==> src/rtl/latch_exerciser.sv <==
// Drives a level-sensitive D latch through a fixed 8-step D/enable sequence and
// checks its synchronized Q/Qn against a reference model. Optional error log: LATCH_EXERCISER_ERRLOG_EN.
module latch_exerciser #(
    parameter int SETTLE_CYCLES = 4,
    parameter int ERR_W         = 4
) (
    input  logic             clk,
    input  logic             rst,
    input  logic             start,
    input  logic             q_in,
    input  logic             qn_in,
    output logic             d_out,
    output logic             en_out,
    output logic             busy,
    output logic             done,
    output logic             pass,
    output logic [ERR_W-1:0] err_count,
    output logic [2:0]       step,
    output logic [1:0]       state_dbg
`ifdef LATCH_EXERCISER_ERRLOG_EN
    ,
    output logic [2:0]       first_fail_step,
    output logic             first_fail_q,
    output logic             first_fail_qn,
    output logic             first_fail_vld
`endif
);

    localparam int CYC_W = $clog2(SETTLE_CYCLES);
    localparam logic [CYC_W-1:0] LAST_CYC = CYC_W'(SETTLE_CYCLES - 1);

    typedef enum logic [1:0] {
        S_IDLE  = 2'd0,
        S_DRIVE = 2'd1,
        S_DONE  = 2'd2
    } state_t;

    // Step table, returned as {d, en}.
    function automatic logic [1:0] step_de(input logic [2:0] s);
        logic [1:0] de;
        de = 2'b00;
        case (s)
            3'd0: de = 2'b01;
            3'd1: de = 2'b00;
            3'd2: de = 2'b10;
            3'd3: de = 2'b11;
            3'd4: de = 2'b01;
            3'd5: de = 2'b00;
            3'd6: de = 2'b10;
            3'd7: de = 2'b11;
            default: de = 2'b00;
        endcase
        return de;
    endfunction

    state_t           state, state_n;
    logic [CYC_W-1:0] cycle, cycle_n;
    logic [2:0]       step_n;
    logic             d_n, en_n;
    logic             model, model_n;
    logic [ERR_W-1:0] err_n;
    logic             q_s1, q_s, qn_s1, qn_s;
    logic             sample, mismatch;
    logic [1:0]       de_n;
    logic [2:0]       ff_step, ff_step_n;
    logic             ff_q, ff_q_n, ff_qn, ff_qn_n, ff_vld, ff_vld_n;

    always_ff @(posedge clk or posedge rst) begin
        if (rst) begin
            state     <= S_IDLE;
            cycle     <= '0;
            step      <= '0;
            d_out     <= 1'b0;
            en_out    <= 1'b0;
            model     <= 1'b0;
            err_count <= '0;
            q_s1      <= 1'b0;
            q_s       <= 1'b0;
            qn_s1     <= 1'b0;
            qn_s      <= 1'b0;
            ff_step   <= '0;
            ff_q      <= 1'b0;
            ff_qn     <= 1'b0;
            ff_vld    <= 1'b0;
        end else begin
            state     <= state_n;
            cycle     <= cycle_n;
            step      <= step_n;
            d_out     <= d_n;
            en_out    <= en_n;
            model     <= model_n;
            err_count <= err_n;
            q_s1      <= q_in;
            q_s       <= q_s1;
            qn_s1     <= qn_in;
            qn_s      <= qn_s1;
            ff_step   <= ff_step_n;
            ff_q      <= ff_q_n;
            ff_qn     <= ff_qn_n;
            ff_vld    <= ff_vld_n;
        end
    end

    always_comb begin
        state_n   = state;
        cycle_n   = cycle;
        step_n    = step;
        d_n       = d_out;
        en_n      = en_out;
        model_n   = model;
        err_n     = err_count;
        ff_step_n = ff_step;
        ff_q_n    = ff_q;
        ff_qn_n   = ff_qn;
        ff_vld_n  = ff_vld;
        de_n      = 2'b00;
        sample    = (state == S_DRIVE) && (cycle == LAST_CYC);
        mismatch  = (q_s != model) || (qn_s != ~q_s);

        case (state)
            S_IDLE, S_DONE: begin
                if (start) begin
                    de_n      = step_de(3'd0);
                    state_n   = S_DRIVE;
                    step_n    = 3'd0;
                    cycle_n   = '0;
                    d_n       = de_n[1];
                    en_n      = de_n[0];
                    err_n     = '0;
                    ff_step_n = '0;
                    ff_q_n    = 1'b0;
                    ff_qn_n   = 1'b0;
                    ff_vld_n  = 1'b0;
                    // Model tracks the step being driven, so it updates on the load edge.
                    if (de_n[0]) model_n = de_n[1];
                end
            end
            S_DRIVE: begin
                cycle_n = cycle + 1'b1;
                if (sample) begin
                    if (mismatch) begin
                        if (err_count != {ERR_W{1'b1}}) err_n = err_count + 1'b1;
                        if (!ff_vld) begin
                            ff_step_n = step;
                            ff_q_n    = q_s;
                            ff_qn_n   = qn_s;
                            ff_vld_n  = 1'b1;
                        end
                    end
                    if (step != 3'd7) begin
                        de_n    = step_de(step + 3'd1);
                        step_n  = step + 3'd1;
                        cycle_n = '0;
                        d_n     = de_n[1];
                        en_n    = de_n[0];
                        if (de_n[0]) model_n = de_n[1];
                    end else begin
                        // Leave the latch holding with enable low.
                        state_n = S_DONE;
                        d_n     = 1'b0;
                        en_n    = 1'b0;
                    end
                end
            end
            default: state_n = S_IDLE;
        endcase
    end

    assign busy      = (state == S_DRIVE);
    assign done      = (state == S_DONE);
    assign pass      = done && (err_count == '0);
    assign state_dbg = state;

`ifdef LATCH_EXERCISER_ERRLOG_EN
    assign first_fail_step = ff_step;
    assign first_fail_q    = ff_q;
    assign first_fail_qn   = ff_qn;
    assign first_fail_vld  = ff_vld;
`else
    logic unused_ff;
    assign unused_ff = ^{ff_step, ff_q, ff_qn, ff_vld};
`endif

endmodule

==> config.mk <==
export PLATFORM = sky130hd
export DESIGN_NAME = latch_exerciser
export DESIGN_NICKNAME = d
export VERILOG_FILES = /design/src/rtl/latch_exerciser.sv
export SDC_FILE = /design/constraint.sdc
export NUM_CORES = 1
export LEC_CHECK = 0
export BUFFER_PORTS_ARGS = -buffer_cell sky130_fd_sc_hd__buf_4
export CORE_ASPECT_RATIO = 0.8
export CORE_MARGIN = 4
export CORE_UTILIZATION = 50
export CTS_CLUSTER_DIAMETER = 80
export DETAILED_ROUTE_END_ITERATION = 7
export PLACE_DENSITY = 0.71
export SLEW_MARGIN = 30
export SYNTH_ARGS = -nofsm -noshare
export SYNTH_HDL_FRONTEND = slang
export SYNTH_SLANG_ARGS = --single-unit
==> constraint.sdc <==
create_clock -name clk -period 2.1 [get_ports clk]
set_input_delay 0 -clock clk [delete_from_list [all_inputs] [get_ports clk]]
set_output_delay 0 -clock clk [all_outputs]
set_load 0.03 [all_outputs]
==> impl_metrics.tcl, run 1 <==
set metrics [dict create \
    outcome "finished, final reports clean" \
    worstSkewPairLatency_ns 0.29 \
    synth_enable_flop_cells 0 \
    cts_tree "done" \
    ios 19 \
    cts_setup_buffers 0 \
    finalWeightedCongestion 0.7353 \
    timing.fmax_mhz 532.5 \
    floorplan.initialDensity_pct 54.07 \
    fp-row-count 13 \
    drive_gt1_share_pct 25.23 \
    viasPerCell 5.353 \
    synth-async-reset-ratio_pct 100.0 \
    post_cts_resize_count 0 \
    wirelength_um 1772 \
    synth_top_flop_cell "sky130_fd_sc_hd__dfrtp_1" \
    drcViolationCount 0 \
    clock_tree.buffer_depth 2 \
    timing.slew.headroom_pct 55.20 \
    ys_warn_count 0 \
    die_width_um 55.36 \
    worst_pin_slew_ns 0.6713 \
    setup.worst_path.start_class "flip-flop" \
    syn_nets 97 \
    power_density_nw_per_um2 1497 \
    syn2layout_area_growth_pct 25.80 \
    detailed_place_hpwl_um 1344 \
    holdBufCountCts 4 \
    antenna-diode-count 0 \
    seq_cells_post_synth 18 \
    fin_nets 123 \
    grt_first_pass_wirelength_um 3049 \
    top_usage_layer "met2" \
    wire_per_inst_um 13.32 \
    synth_seq_area_share_pct 50.21 \
    dp_slack_ns 0.2372 \
    grt_met1_use_pct 17.81 \
    power.ir.vdd_worst_mv 0.9862 \
    worst_setup_hold_path_clk_slew_ns 0.10 \
    htree_num_levels 1 \
    worst-endpoint-required_ns 2.33 \
    ant_nets 0 \
    groute.usage.overall_pct 15.95 \
    final-setup-viol-count 0 \
    grt_use_met3_pct 6.232 \
    ctsRootBufferMaster "sky130_fd_sc_hd__clkbuf_4" \
    grt_setup_unrepaired "no" \
    finalMaxSlewViolations 0 \
    max-cap-violations 0 \
    dieArea_um2 2540 \
    global_routing_met2_resource_utilization_pct 28.54 \
    mappedNetlistArea_um2 897.1 \
    grt_pass1_vias 693 \
    worst-setup-path-type "reg -> reg" \
    floorplan.die.height_um 45.89 \
    layout_worst_path_cycle_share_pct 89.42 \
    drt_iter0_markers 8 \
    setup_tns_ns 0 \
    numClockSinks 18 \
    detailedRoute.firstPassIterationCount 4 \
    min-delay-path-class "in -> async" \
    arrival_ns 2.11 \
    grt_overflow_total 0 \
    detailroute.via_count 712 \
    critPathCaptureType "flip-flop" \
    grt_antenna_before_repair 0 \
    cellLeakagePower_nw 0.5544 \
    synth_instances 86 \
    core_region_area_um2 1659 \
    pin_count_of_the_biggest_net_entering_global_routing 19 \
    hold_viol 0 \
    port_buffers 18 \
    cts_inserted_buffers 3 \
    post_synth_num_cell_types 32 \
    holdWs_ns 0.3539 \
    finClkSkew_ns 0.005498 \
    synth_area_per_cell_um2 10.43 \
    critPathMaxFanout 4 \
    final_core_util_pct 68.02 \
    period_needed_ns 1.878 \
    final_critical_path_setup_slack_ns 0.2221 \
]
[final cells by class]
class                           count  area (um^2)
Fill cell                         147        530.5
Sequential cell                    18        450.4
Multi-Input combinational cell     60        409.1
Timing Repair Buffer               23        182.7
Clock buffer                        4        36.28
Tap cell                           22        27.53
Inverter                            6        22.52
[metal layers]
metal  routed length [um]  vias to the layer above
li1                     -                      350
met1                  802                      343
met2                  854                       17
met3                  102                        2
met4                   12                        0
met5                    0                        -
[layout by cell type (no fill, tap or decap), types with 2 or more instances in the layout]
master                           n
sky130_fd_sc_hd__o21ai_0         5
sky130_fd_sc_hd__dfrtp_1        18
sky130_fd_sc_hd__nand3_1         3
sky130_fd_sc_hd__and3_1          2
sky130_fd_sc_hd__buf_4          19
sky130_fd_sc_hd__mux2i_1         2
sky130_fd_sc_hd__o31ai_1         2
sky130_fd_sc_hd__dlygate4sd3_1   4
sky130_fd_sc_hd__a21oi_1         3
sky130_fd_sc_hd__a22o_1          2
sky130_fd_sc_hd__clkbuf_4        3
sky130_fd_sc_hd__nand2_1        12
sky130_fd_sc_hd__inv_1           6
sky130_fd_sc_hd__ha_1            6
sky130_fd_sc_hd__nor2b_1         2
sky130_fd_sc_hd__nand2b_1        2
sky130_fd_sc_hd__nor2_1          3
[kinds of logic (layout without fill, tap and decap cells)]
logic type,after synthesis,in the layout,synth area share [%]
AO/OA/AOI/OAI,19,19,14.23
adder cells (fa/ha/maj),6,6,8.368
buffers and inverters,8,33,4.183
flip-flops,18,18,50.21
multiplexers,3,3,3.487
AND/OR/NAND/NOR,32,32,19.52
[registers in the layout (all words and copies together) (netlist names)]
signal / flops
d_out: 1
cycle: 2
q_s: 1
model: 1
qn_s1: 1
q_s1: 1
en_out: 1
err_count: 4
qn_s: 1
state_dbg: 2
step: 3
[cell usage after synthesis, types with 2 or more instances]
| cell | n | area [um^2] |
|---|---|---|
| sky130_fd_sc_hd__o21ai_0 | 5 | 25.02 |
| sky130_fd_sc_hd__a21oi_1 | 3 | 15.01 |
| sky130_fd_sc_hd__nand2_1 | 12 | 45.04 |
| sky130_fd_sc_hd__nand3_1 | 3 | 15.01 |
| sky130_fd_sc_hd__mux2i_1 | 2 | 20.02 |
| sky130_fd_sc_hd__o31ai_1 | 2 | 15.01 |
| sky130_fd_sc_hd__nor2b_1 | 2 | 12.51 |
| sky130_fd_sc_hd__nor2_1 | 3 | 11.26 |
| sky130_fd_sc_hd__and3_1 | 2 | 12.51 |
| sky130_fd_sc_hd__inv_1 | 6 | 22.52 |
| sky130_fd_sc_hd__ha_1 | 6 | 75.07 |
| sky130_fd_sc_hd__nand2b_1 | 2 | 12.51 |
| sky130_fd_sc_hd__a22o_1 | 2 | 17.52 |
| sky130_fd_sc_hd__dfrtp_1 | 18 | 450.4 |
[report_power, final]
part	internal, mW	total (mW)	switching, mW	leakage, nW
clock	0.106	0.207	0.101	0.0210
combinational	0.375	0.904	0.529	0.324
sequential	0.462	0.579	0.117	0.210
total	0.942	1.69	0.747	0.554
[worst max-delay path, cell delays in order, from the launching register on]
cell	delay [ns]
sky130_fd_sc_hd__dfrtp_1	0.42
sky130_fd_sc_hd__ha_1	0.24
sky130_fd_sc_hd__and3_4	0.19
sky130_fd_sc_hd__or3_4	0.39
sky130_fd_sc_hd__or4_1	0.50
sky130_fd_sc_hd__nand3_1	0.09
[stage by stage]
stage               power [mW]  area (um^2)  std cells
floorplan                1.225        897.1         86
global placement         1.462         1052        125
detailed placement       1.489         1052        125
CTS                      1.713         1129        133
global route             1.844         1129        133
finish                   1.690         1129        133
[path summary, 6_finish.rpt]
| path | from | end | slack (ns) | cells after the start |
|---|---|---|---|---|
| setup / recovery | err_count[0] | err_count[3] | 0.22 | 5 |
| hold / removal | rst | err_count[3] | 0.35 | 3 |
| setup reg to reg | err_count[0] | err_count[3] | 0.22 | 5 |
| hold reg to reg | qn_s1 | qn_s | 0.36 | 0 |
| max in group asynchronous | rst | q_s1 | 1.31 | 3 |
| min in group clk | qn_in | qn_s1 | 0.36 | 2 |
No activity file was read; power rests on OpenSTA's default activity.
==> run 2: changes to the inputs <==
--- a/config.mk
+++ b/config.mk
@@ -5,11 +5,10 @@
 export SDC_FILE = /design/constraint.sdc
 export NUM_CORES = 1
 export LEC_CHECK = 0
-export BUFFER_PORTS_ARGS = -buffer_cell sky130_fd_sc_hd__buf_4
+export BUFFER_PORTS_ARGS = -buffer_cell sky130_fd_sc_hd__buf_2
 export CORE_ASPECT_RATIO = 0.8
 export CORE_MARGIN = 4
 export CORE_UTILIZATION = 50
-export CTS_CLUSTER_DIAMETER = 80
 export DETAILED_ROUTE_END_ITERATION = 7
 export PLACE_DENSITY = 0.71
 export SLEW_MARGIN = 30
==> impl_metrics.tcl, run 2 (synthesized netlist as in run 1, its figures left out) <==
set metrics [dict create \
    antenna-diode-count 0 \
    fin_nets 123 \
    cts_inserted_buffers 3 \
    critPathCaptureType "flip-flop" \
    most-common-layout-cells "sky130_fd_sc_hd__dfrtp_1 (18), sky130_fd_sc_hd__buf_2 (18), sky130_fd_sc_hd__nand2_1 (12)" \
    final_critical_path_setup_slack_ns 0.2039 \
    layout_worst_path_cycle_share_pct 90.29 \
    largest_register "err_count" \
    pin_count_of_the_biggest_net_entering_global_routing 19 \
    grt_overflow_total 0 \
    worst-setup-path-type "reg -> reg" \
    cts_tree "done" \
    worst-endpoint-required_ns 2.33 \
    area_of_the_multi_input_gates_um2 409.1 \
    port_buffers 18 \
    drive_gt1_share_pct 25.23 \
    fin_total_pwr_mw 1.637 \
    wirelength_um 1691 \
    dieArea_um2 2540 \
    final-setup-viol-count 0 \
    hold_viol 0 \
    timing.slew.headroom_pct 56.05 \
    cellLeakagePower_nw 0.5412 \
    cp_num_buf_inv 0 \
    ios 19 \
    grt_first_pass_wirelength_um 2987 \
    die_width_um 55.36 \
    syn2layout_area_growth_pct 20.78 \
    groute.usage.overall_pct 15.46 \
    ctsRootBufferMaster "sky130_fd_sc_hd__clkbuf_4" \
    register_area_um2 450.4 \
    post_cts_resize_count 0 \
    largest_reg_flops 4 \
    finalWeightedCongestion 0.7458 \
    finClkSkew_ns 0.001151 \
    detailroute.via_count 693 \
    worstSkewPairLatency_ns 0.29 \
    timing.fmax_mhz 527.4 \
    worst_r2r_startpoint "err_count[0]" \
    drcViolationCount 0 \
    setup_tns_ns 0 \
    critical_path.cell_chain "ha_1, and3_4, or3_4, or4_1, nand3_1" \
    dp_slack_ns 0.2296 \
    critPathMaxFanout 4 \
    finalMaxSlewViolations 0 \
    core_region_area_um2 1659 \
    grt_pass1_vias 650 \
    timing.critical_path.slowest_cell_delay_ns 0.51 \
    outcome "finished, final reports clean" \
    worst_pin_slew_ns 0.6586 \
    cts_setup_buffers 0 \
    final_core_util_pct 65.31 \
    holdBufCountCts 4 \
    period_needed_ns 1.896 \
    power_density_nw_per_um2 1511 \
    ant_nets 0 \
    r2r.worst_path.cells 5 \
    cp_slowest_cell "sky130_fd_sc_hd__or4_1" \
    numClockSinks 18 \
    drt_iter0_markers 19 \
    power.ir.vdd_worst_mv 1.060 \
    biggestRegsByFlops "err_count (4), step (3)" \
    wire_per_inst_um 12.71 \
    arrival_ns 2.13 \
    crit_family "simple AND/OR/NAND/NOR gates" \
    detailedRoute.firstPassIterationCount 4 \
    viasPerCell 5.211 \
    worst_setup_hold_path_clk_slew_ns 0.10 \
    setup.worst_path.start_class "flip-flop" \
    fp-row-count 13 \
    fill_cells 134 \
    htree_num_levels 1 \
    clock_tree.buffer_depth 2 \
    max-cap-violations 0 \
    floorplan.initialDensity_pct 54.07 \
    detailed_place_hpwl_um 1260 \
    grt_setup_unrepaired "no" \
    floorplan.die.height_um 45.89 \
    min-delay-path-class "in -> async" \
    grt_antenna_before_repair 0 \
    setup.reg_to_reg.worst_slack_ns 0.20 \
    crit-reg2reg-capture "err_count[3]" \
]
-- run 2: cell counts in the layout (fill, tap and decap cells not counted) --
Identical to the previous run, type by type.
-- run 2: cell type report --
class	count	share of cell area, %
Clock buffer	4	3.349
Sequential cell	18	41.57
Tap cell	22	2.540
Inverter	6	2.079
Timing Repair Buffer	23	12.70
Multi-Input combinational cell	60	37.76
-- run 2: worst max path at each step --
stage / startpoint / end / slack (ns) / depth (start not counted)
after floorplan: err_count[0] / err_count[3] / 0.14 / 5
after global placement: err_count[0] / err_count[3] / 0.28 / 5
after detailed placement: err_count[0] / err_count[3] / 0.23 / 5
after CTS: err_count[0] / err_count[3] / 0.21 / 5
after global routing: err_count[1] / err_count[3] / 0.17 / 5
final: err_count[0] / err_count[3] / 0.20 / 5
-- run 2: stage by stage --
step | instance area [um^2] | instances | hold WS, ns
global route | 1084 | 133 | 0.3401
global placement | 1007 | 125 | 0.1083
finish | 1084 | 133 | 0.3298
floorplan | 897.1 | 86 | -0.06143
CTS | 1084 | 133 | 0.3420
detailed placement | 1007 | 125 | 0.1129
-- run 2: layer usage --
layer | up-vias | GRT usage (%) | wire (um)
met3 | 2 | 5.099 | 107
met1 | 316 | 19.08 | 846
li1 | 355 | - | -
met5 | - | 0 | 0
met4 | 0 | 4.369 | 9
met2 | 20 | 26.42 | 728
-- run 2: worst register-to-register path, cell delays in order, from the launching register on --
cell and delay, ns:
sky130_fd_sc_hd__dfrtp_1 0.42, sky130_fd_sc_hd__ha_1 0.24, sky130_fd_sc_hd__and3_4 0.19, sky130_fd_sc_hd__or3_4 0.39
sky130_fd_sc_hd__or4_1 0.51, sky130_fd_sc_hd__nand3_1 0.09
-- run 2: power by group --
| part | switching (mW) | internal, mW | total [mW] |
|---|---|---|---|
| clock | 0.108 | 0.106 | 0.213 |
| combinational | 0.524 | 0.324 | 0.848 |
| sequential | 0.114 | 0.462 | 0.576 |
| total | 0.746 | 0.891 | 1.64 |
